===== config.mk =====
export PLATFORM = sky130hd
export DESIGN_NAME = aidc_lite_cfg_flat
export DESIGN_NICKNAME = d
export VERILOG_FILES = /design/src/rtl/aidc_lite_cfg_if.sv /design/src/rtl/aidc_lite_cfg.sv /design/src/flat_wrapper.sv
export SDC_FILE = /design/constraint.sdc
export NUM_CORES = 1
export LEC_CHECK = 0
export CAP_MARGIN = 20
export CORE_UTILIZATION = 40
export DETAILED_ROUTE_END_ITERATION = 7
export PLACE_DENSITY_LB_ADDON = 0.3
export SYNTH_ARGS = -nofsm -noshare
export SYNTH_HDL_FRONTEND = slang
export SYNTH_SLANG_ARGS = --single-unit

===== constraint.sdc =====
create_clock -name clk -period 2.3 [get_ports clk]
set_input_delay 0.46 -clock clk [delete_from_list [all_inputs] [get_ports clk]]
set_output_delay 0.46 -clock clk [all_outputs]
set_load 0.1 [all_outputs]

===== src/rtl/aidc_lite_cfg_if.sv =====
// APB3 bus bundle for the AIDC Lite configuration block.
interface aidc_lite_cfg_if #(
  parameter int PADDR_W = 12
);
  logic               psel_i;
  logic               penable_i;
  logic               pwrite_i;
  logic [PADDR_W-1:0] paddr_i;
  logic [31:0]        pwdata_i;
  logic [31:0]        prdata_o;
  logic               pready_o;
  logic               pslverr_o;

  modport master (
    output psel_i, penable_i, pwrite_i, paddr_i, pwdata_i,
    input  prdata_o, pready_o, pslverr_o
  );

  modport slave (
    input  psel_i, penable_i, pwrite_i, paddr_i, pwdata_i,
    output prdata_o, pready_o, pslverr_o
  );
endinterface


===== src/rtl/aidc_lite_cfg.sv =====
// AIDC Lite APB3 register block: job descriptor, start pulse,
// busy/done tracking from the engine's level done, maskable completion irq.
module aidc_lite_cfg #(
  parameter int          PADDR_W = 12,
  parameter logic [31:0] VERSION = 32'h0001_0000
) (
  input  logic               clk,
  input  logic               rst_n,
  aidc_lite_cfg_if.slave     apb,
  output logic [31:0]        src_addr_o,
  output logic [31:0]        dst_addr_o,
  output logic [24:0]        len_o,
  output logic               start_o,
  input  logic               done_i,
  output logic               irq_o
);
  localparam logic [PADDR_W-1:0] A_VER  = PADDR_W'(32'h000);
  localparam logic [PADDR_W-1:0] A_SRC  = PADDR_W'(32'h100);
  localparam logic [PADDR_W-1:0] A_DST  = PADDR_W'(32'h104);
  localparam logic [PADDR_W-1:0] A_LEN  = PADDR_W'(32'h108);
  localparam logic [PADDR_W-1:0] A_CMD  = PADDR_W'(32'h10C);
  localparam logic [PADDR_W-1:0] A_STAT = PADDR_W'(32'h110);
  localparam logic [PADDR_W-1:0] A_IEN  = PADDR_W'(32'h114);

  logic [31:0] r_src;
  logic [31:0] r_dst;
  logic [24:0] r_len;
  logic        r_busy;
  logic        r_done;
  logic        r_inten;
  logic        r_start;
  logic        r_done_q;
  logic        r_irq;

  logic [PADDR_W-1:0] w_addr;
  logic w_acc, w_wr, w_rd;
  logic w_ver, w_src, w_dst, w_len, w_cmd, w_stat, w_ien, w_mapped;
  logic w_err, w_we, w_start, w_edge;
  logic [31:0] w_rdata;

  // Byte-lane bits of the address are masked off rather than sliced away.
  assign w_addr = apb.paddr_i & ~PADDR_W'(3);
  assign w_acc  = apb.psel_i & apb.penable_i;
  assign w_wr   = w_acc & apb.pwrite_i;
  assign w_rd   = w_acc & ~apb.pwrite_i;

  assign w_ver    = (w_addr == A_VER);
  assign w_src    = (w_addr == A_SRC);
  assign w_dst    = (w_addr == A_DST);
  assign w_len    = (w_addr == A_LEN);
  assign w_cmd    = (w_addr == A_CMD);
  assign w_stat   = (w_addr == A_STAT);
  assign w_ien    = (w_addr == A_IEN);
  assign w_mapped = w_ver | w_src | w_dst | w_len | w_cmd | w_stat | w_ien;

  // Descriptor/CMD writes are locked while a job runs so the engine sees stable inputs.
  assign w_err = w_acc & (~w_mapped |
                 (apb.pwrite_i & (((w_src | w_dst | w_len | w_cmd) & r_busy) |
                                  w_ver | (w_stat & apb.pwdata_i[0]))));
  assign w_we    = w_wr & ~w_err;
  assign w_start = w_we & w_cmd & apb.pwdata_i[0];
  assign w_edge  = r_busy & done_i & ~r_done_q;

  // Read data mux, only driven during a read access phase.
  always_comb begin
    w_rdata = '0;
    if (w_rd) begin
      case (w_addr)
        A_VER:   w_rdata = VERSION;
        A_SRC:   w_rdata = r_src;
        A_DST:   w_rdata = r_dst;
        A_LEN:   w_rdata = {r_len, 7'b0};
        A_STAT:  w_rdata = {30'b0, r_done, r_busy};
        A_IEN:   w_rdata = {31'b0, r_inten};
        default: w_rdata = '0;
      endcase
    end
  end

  // Descriptor and interrupt-enable registers.
  always_ff @(posedge clk or negedge rst_n) begin
    if (!rst_n) begin
      r_src   <= '0;
      r_dst   <= '0;
      r_len   <= '0;
      r_inten <= 1'b0;
    end else if (w_we) begin
      if (w_src) r_src   <= apb.pwdata_i;
      if (w_dst) r_dst   <= apb.pwdata_i;
      if (w_len) r_len   <= apb.pwdata_i[31:7];
      if (w_ien) r_inten <= apb.pwdata_i[0];
    end
  end

  // Job control: start pulse, busy/done tracking on done_i rising edge, irq.
  always_ff @(posedge clk or negedge rst_n) begin
    if (!rst_n) begin
      r_busy   <= 1'b0;
      r_done   <= 1'b0;
      r_start  <= 1'b0;
      r_done_q <= 1'b0;
      r_irq    <= 1'b0;
    end else begin
      r_done_q <= done_i;
      r_start  <= w_start;
      r_irq    <= r_done & r_inten;
      if (w_start)     r_busy <= 1'b1;
      else if (w_edge) r_busy <= 1'b0;
      // Done edge takes priority over a same-cycle W1C.
      if (w_edge)                                 r_done <= 1'b1;
      else if (w_start)                           r_done <= 1'b0;
      else if (w_we & w_stat & apb.pwdata_i[1])   r_done <= 1'b0;
    end
  end

  assign apb.prdata_o  = w_rdata;
  assign apb.pready_o  = 1'b1;
  assign apb.pslverr_o = w_err;
  assign src_addr_o    = r_src;
  assign dst_addr_o    = r_dst;
  assign len_o         = r_len;
  assign start_o       = r_start;
  assign irq_o         = r_irq;
endmodule


===== src/flat_wrapper.sv =====
// flat-port wrapper written by rule: the top's interface ports become plain ports
module aidc_lite_cfg_flat 
#(
  parameter int          PADDR_W = 12,
  parameter logic [31:0] VERSION = 32'h0001_0000
)
  (clk, rst_n, src_addr_o, dst_addr_o, len_o, start_o, done_i, irq_o, apb_psel_i, apb_penable_i, apb_pwrite_i, apb_paddr_i, apb_pwdata_i, apb_prdata_o, apb_pready_o, apb_pslverr_o);
  aidc_lite_cfg_if #(.PADDR_W(PADDR_W)) apb_i ();
  input  logic clk;
  input  logic rst_n;
  output logic [31:0] src_addr_o;
  output logic [31:0] dst_addr_o;
  output logic [24:0] len_o;
  output logic start_o;
  input  logic done_i;
  output logic irq_o;
  input wire logic [$bits(apb_i.psel_i)-1:0] apb_psel_i;
  input wire logic [$bits(apb_i.penable_i)-1:0] apb_penable_i;
  input wire logic [$bits(apb_i.pwrite_i)-1:0] apb_pwrite_i;
  input wire logic [$bits(apb_i.paddr_i)-1:0] apb_paddr_i;
  input wire logic [$bits(apb_i.pwdata_i)-1:0] apb_pwdata_i;
  output wire logic [$bits(apb_i.prdata_o)-1:0] apb_prdata_o;
  output wire logic [$bits(apb_i.pready_o)-1:0] apb_pready_o;
  output wire logic [$bits(apb_i.pslverr_o)-1:0] apb_pslverr_o;
  assign apb_i.psel_i = apb_psel_i;
  assign apb_i.penable_i = apb_penable_i;
  assign apb_i.pwrite_i = apb_pwrite_i;
  assign apb_i.paddr_i = apb_paddr_i;
  assign apb_i.pwdata_i = apb_pwdata_i;
  assign apb_prdata_o = apb_i.prdata_o;
  assign apb_pready_o = apb_i.pready_o;
  assign apb_pslverr_o = apb_i.pslverr_o;
  aidc_lite_cfg #(.PADDR_W(PADDR_W), .VERSION(VERSION)) u_core (.clk(clk), .rst_n(rst_n), .apb(apb_i), .src_addr_o(src_addr_o), .dst_addr_o(dst_addr_o), .len_o(len_o), .start_o(start_o), .done_i(done_i), .irq_o(irq_o));
endmodule

==> results.yml <==
status:
  outcome: "finished with violations"
  violations: "negative setup slack"
critical_path:
  critPathMaxFanout: 7
  rr_worst_depth: 8
  cp-start-kind: "input port"
  cp.arrival_ns: 2.18
  rrSetupSlack_ns: 0.22
  end_kind: "primary output"
  crit_type: "input port to primary output"
  cp.required_ns: 1.84
pwr:
  p_leak_nw: 3.86
  ir_drop_mv: 0.379
  p_per_area_nw_per_um2: 436
  power_w: 0.00355
layout:
  layout_common_cells: "131 x buf_4, 95 x dfrtp_1, 67 x mux2_2, 48 x buf_12, 33 x clkdlybuf4s50_1"
  multi_input_area_um2: 2550
  layout_commonest_cell: "buf_4"
  antennaDiodeCount: 0
  area_growth_pct: 75.2
  layout-drive-gt1-share_pct: 64.7
  regArea_um2: 2380
  fin_nets: 635
  final_area_um2: 8130
  n_fill_cell: 738
detailed_routing:
  drcViolationCount: 0
  dr.first_iter.drc_count: 204
  drt_wl_total_mm: 16.2
  wl_per_cell_um: 22.2
  dr.pass1.iters: 4
  vias: 4051
  drt-vias-per-instance: 5.55
  drtAntennaViolNets: 0
sta:
  hold_viol: 0
  rsz0062_at_grt: "yes"
  setup_viol: 33
  fin_skew_ns: 0.00602
  post-route-min-period_ns: 2.64
  drv_slew: 0
  worstMarginPinSlew_ns: 0.522
  max_slew_margin_pct: 65.2
  fin_crit_sh_pct: 115
  fin_ws_ns: -0.342
  max_freq_mhz: 379
floorplan:
  io_pins: 175
  core_area_um2: 11100
  die_x_um: 110
  fp-row-count: 38
  initial_utilization_pct: 41.9
  die-height_um: 110
  die_area_um2: 12000
clock_network:
  cts_hold_buf: 0
  worstSkewPairLatency_ns: 0.35
  cts_buffers: 9
  clk_path_buf_depth: 2
  cts_max_level: 3
  root_buffer: "clkbuf_16"
  clock_sinks: 95
  clkTransAtPathRegs_ns: 0.06
  cts_tree: "done"
synthesis:
  synth_area_leaders: "dfrtp_1 51%, mux2_2 16%, mux2_4 6.5%"
  syn-num-nets: 407
  ys_ff_latch: 95
  yosys.area.top_type: "dfrtp_1"
  syn-cell-area_um2: 4640
  synth_seq_area_share_pct: 51.2
  synth_cell_types: 40
  syn_inst: 357
  avgSynthCellArea_um2: 13.0
  netlist.area_leader.share_pct: 51.2
  ys_warn_count: 0
grt:
  grt_max_degree: 50
  grt_overflow: 0
  grt_antenna_before_repair: 0
  grt_first_pass_wirelength_mm: 24.6
  grt_usage_pct: 28.3
  first_global_vias: 4333
placement:
  numPortBuffers: 171
  hpwl_mm: 10.1
  place_congestion: 0.866
  postPlaceCellArea_um2: 7230
  place_ws_ns: -0.722
min_path:
  min_path_type: "input port to asynchronous set/reset pin"
job:
  cap_viol_max_count: 0
==> per-layer routing <==
metal,up-vias,routed length [um],track usage (%)
li1,1788,-,-
met1,2092,6830,36.6
met2,147,8170,46.7
met3,24,831,4.56
met4,0,376,12.9
met5,-,0,0
==> power by group <==
part | leakage [nW] | internal, W | switching [W]
logic | 2.40 | 0.000148 | 0.000199
clock network | 0.139 | 0.000877 | 0.000638
registers | 1.32 | 0.00168 | 0.00000688
==> final timing paths <==
path / start / end
worst max-delay path: apb_paddr_i[10] / apb_prdata_o[14]
worst min-delay path: rst_n / u_core.dst_addr_o[1]$_DFFE_PN0P_
worst max register to register: u_core.r_busy$_DFFE_PN0P_ / u_core.src_addr_o[12]$_DFFE_PN0P_
worst min register to register: u_core.dst_addr_o[25]$_DFFE_PN0P_ / u_core.dst_addr_o[25]$_DFFE_PN0P_
max in group asynchronous: rst_n / u_core.dst_addr_o[4]$_DFFE_PN0P_
min in group clk: u_core.dst_addr_o[25]$_DFFE_PN0P_ / u_core.dst_addr_o[25]$_DFFE_PN0P_
==> sequential cells by signal, indices dropped and copies added, names as in the netlist <==
| name | flops |
|---|---|
| u_core.r_inten | 1 |
| u_core.len_o | 25 |
| u_core.r_busy | 1 |
| u_core.r_done_q | 1 |
| u_core.dst_addr_o | 32 |
| u_core.irq_o | 1 |
| u_core.r_done | 1 |
| u_core.start_o | 1 |
| u_core.src_addr_o | 32 |
==> logic make-up (layout without fill, tap and decap cells) <==
group	Yosys count	in the layout	synth area share, %
flip-flops	95	95	51.2
multiplexers	93	93	24.2
AND/OR/NAND/NOR	74	74	9.98
AO/OA/AOI/OAI	67	67	11.3
buffers and inverters	27	260	3.26
other	1	1	0.0808
==> synth_stat cells, drive strengths merged <==
cell type,n
dfrtp,95
mux2,93
nor2,34
a22oi,30
a22o,24
clkbuf,14
buf,13
nand2,7
nand4,6
nor3,5
a21oi,4
and2,3
nand2b,3
nand3,3
and3,2
nor3b,2
nor4,2
o21ai,2
or4,2
a21boi,1
a221o,1
a31oi,1
a32oi,1
and4b,1
conb,1
nor2b,1
nor4b,1
o211ai,1
o21a,1
o311a,1
or3,1
or4b,1
==> metrics by stage <==
stage / util (%) / setup TNS (ns) / hold WS, ns / cells
floorplan: - / -15.25 / 0.164 / 357
global placement: 65.2 / -67.52 / 0.458 / 683
detailed placement: 65.2 / -69.94 / 0.460 / 683
CTS: 73.0 / -9.03 / 0.0920 / 728
global route: 73.4 / -11.09 / 0.113 / 730
finish: 73.4 / -9.53 / 0.0801 / 730
==> worst max-delay path, stage by stage <==
cell and delay [ns]:
buf_6 0.09, or4b_4 0.54, nor3_4 0.25, buf_12 0.16
buf_12 0.11, buf_16 0.14, a22oi_2 0.10, nor2_4 0.14
buf_12 0.18
==> layout make-up <==
type                       count  area share [%]
timing repair buffer         244            33.6
sequential                    95            29.2
clock inverter                 4           0.662
tap                          140            2.15
clock buffer                  12            3.03
multi-input combinational    235            31.4
==> what timing repair did <==
item,4_1_cts,5_1_grt
setup endpoints to repair,122,33
gates cloned,6,1
setup buffers,30,6
endpoints found under the hold margin,0,0
pin swaps,53,28
resized for setup,106,14
(Power assumes the default switching activity.)
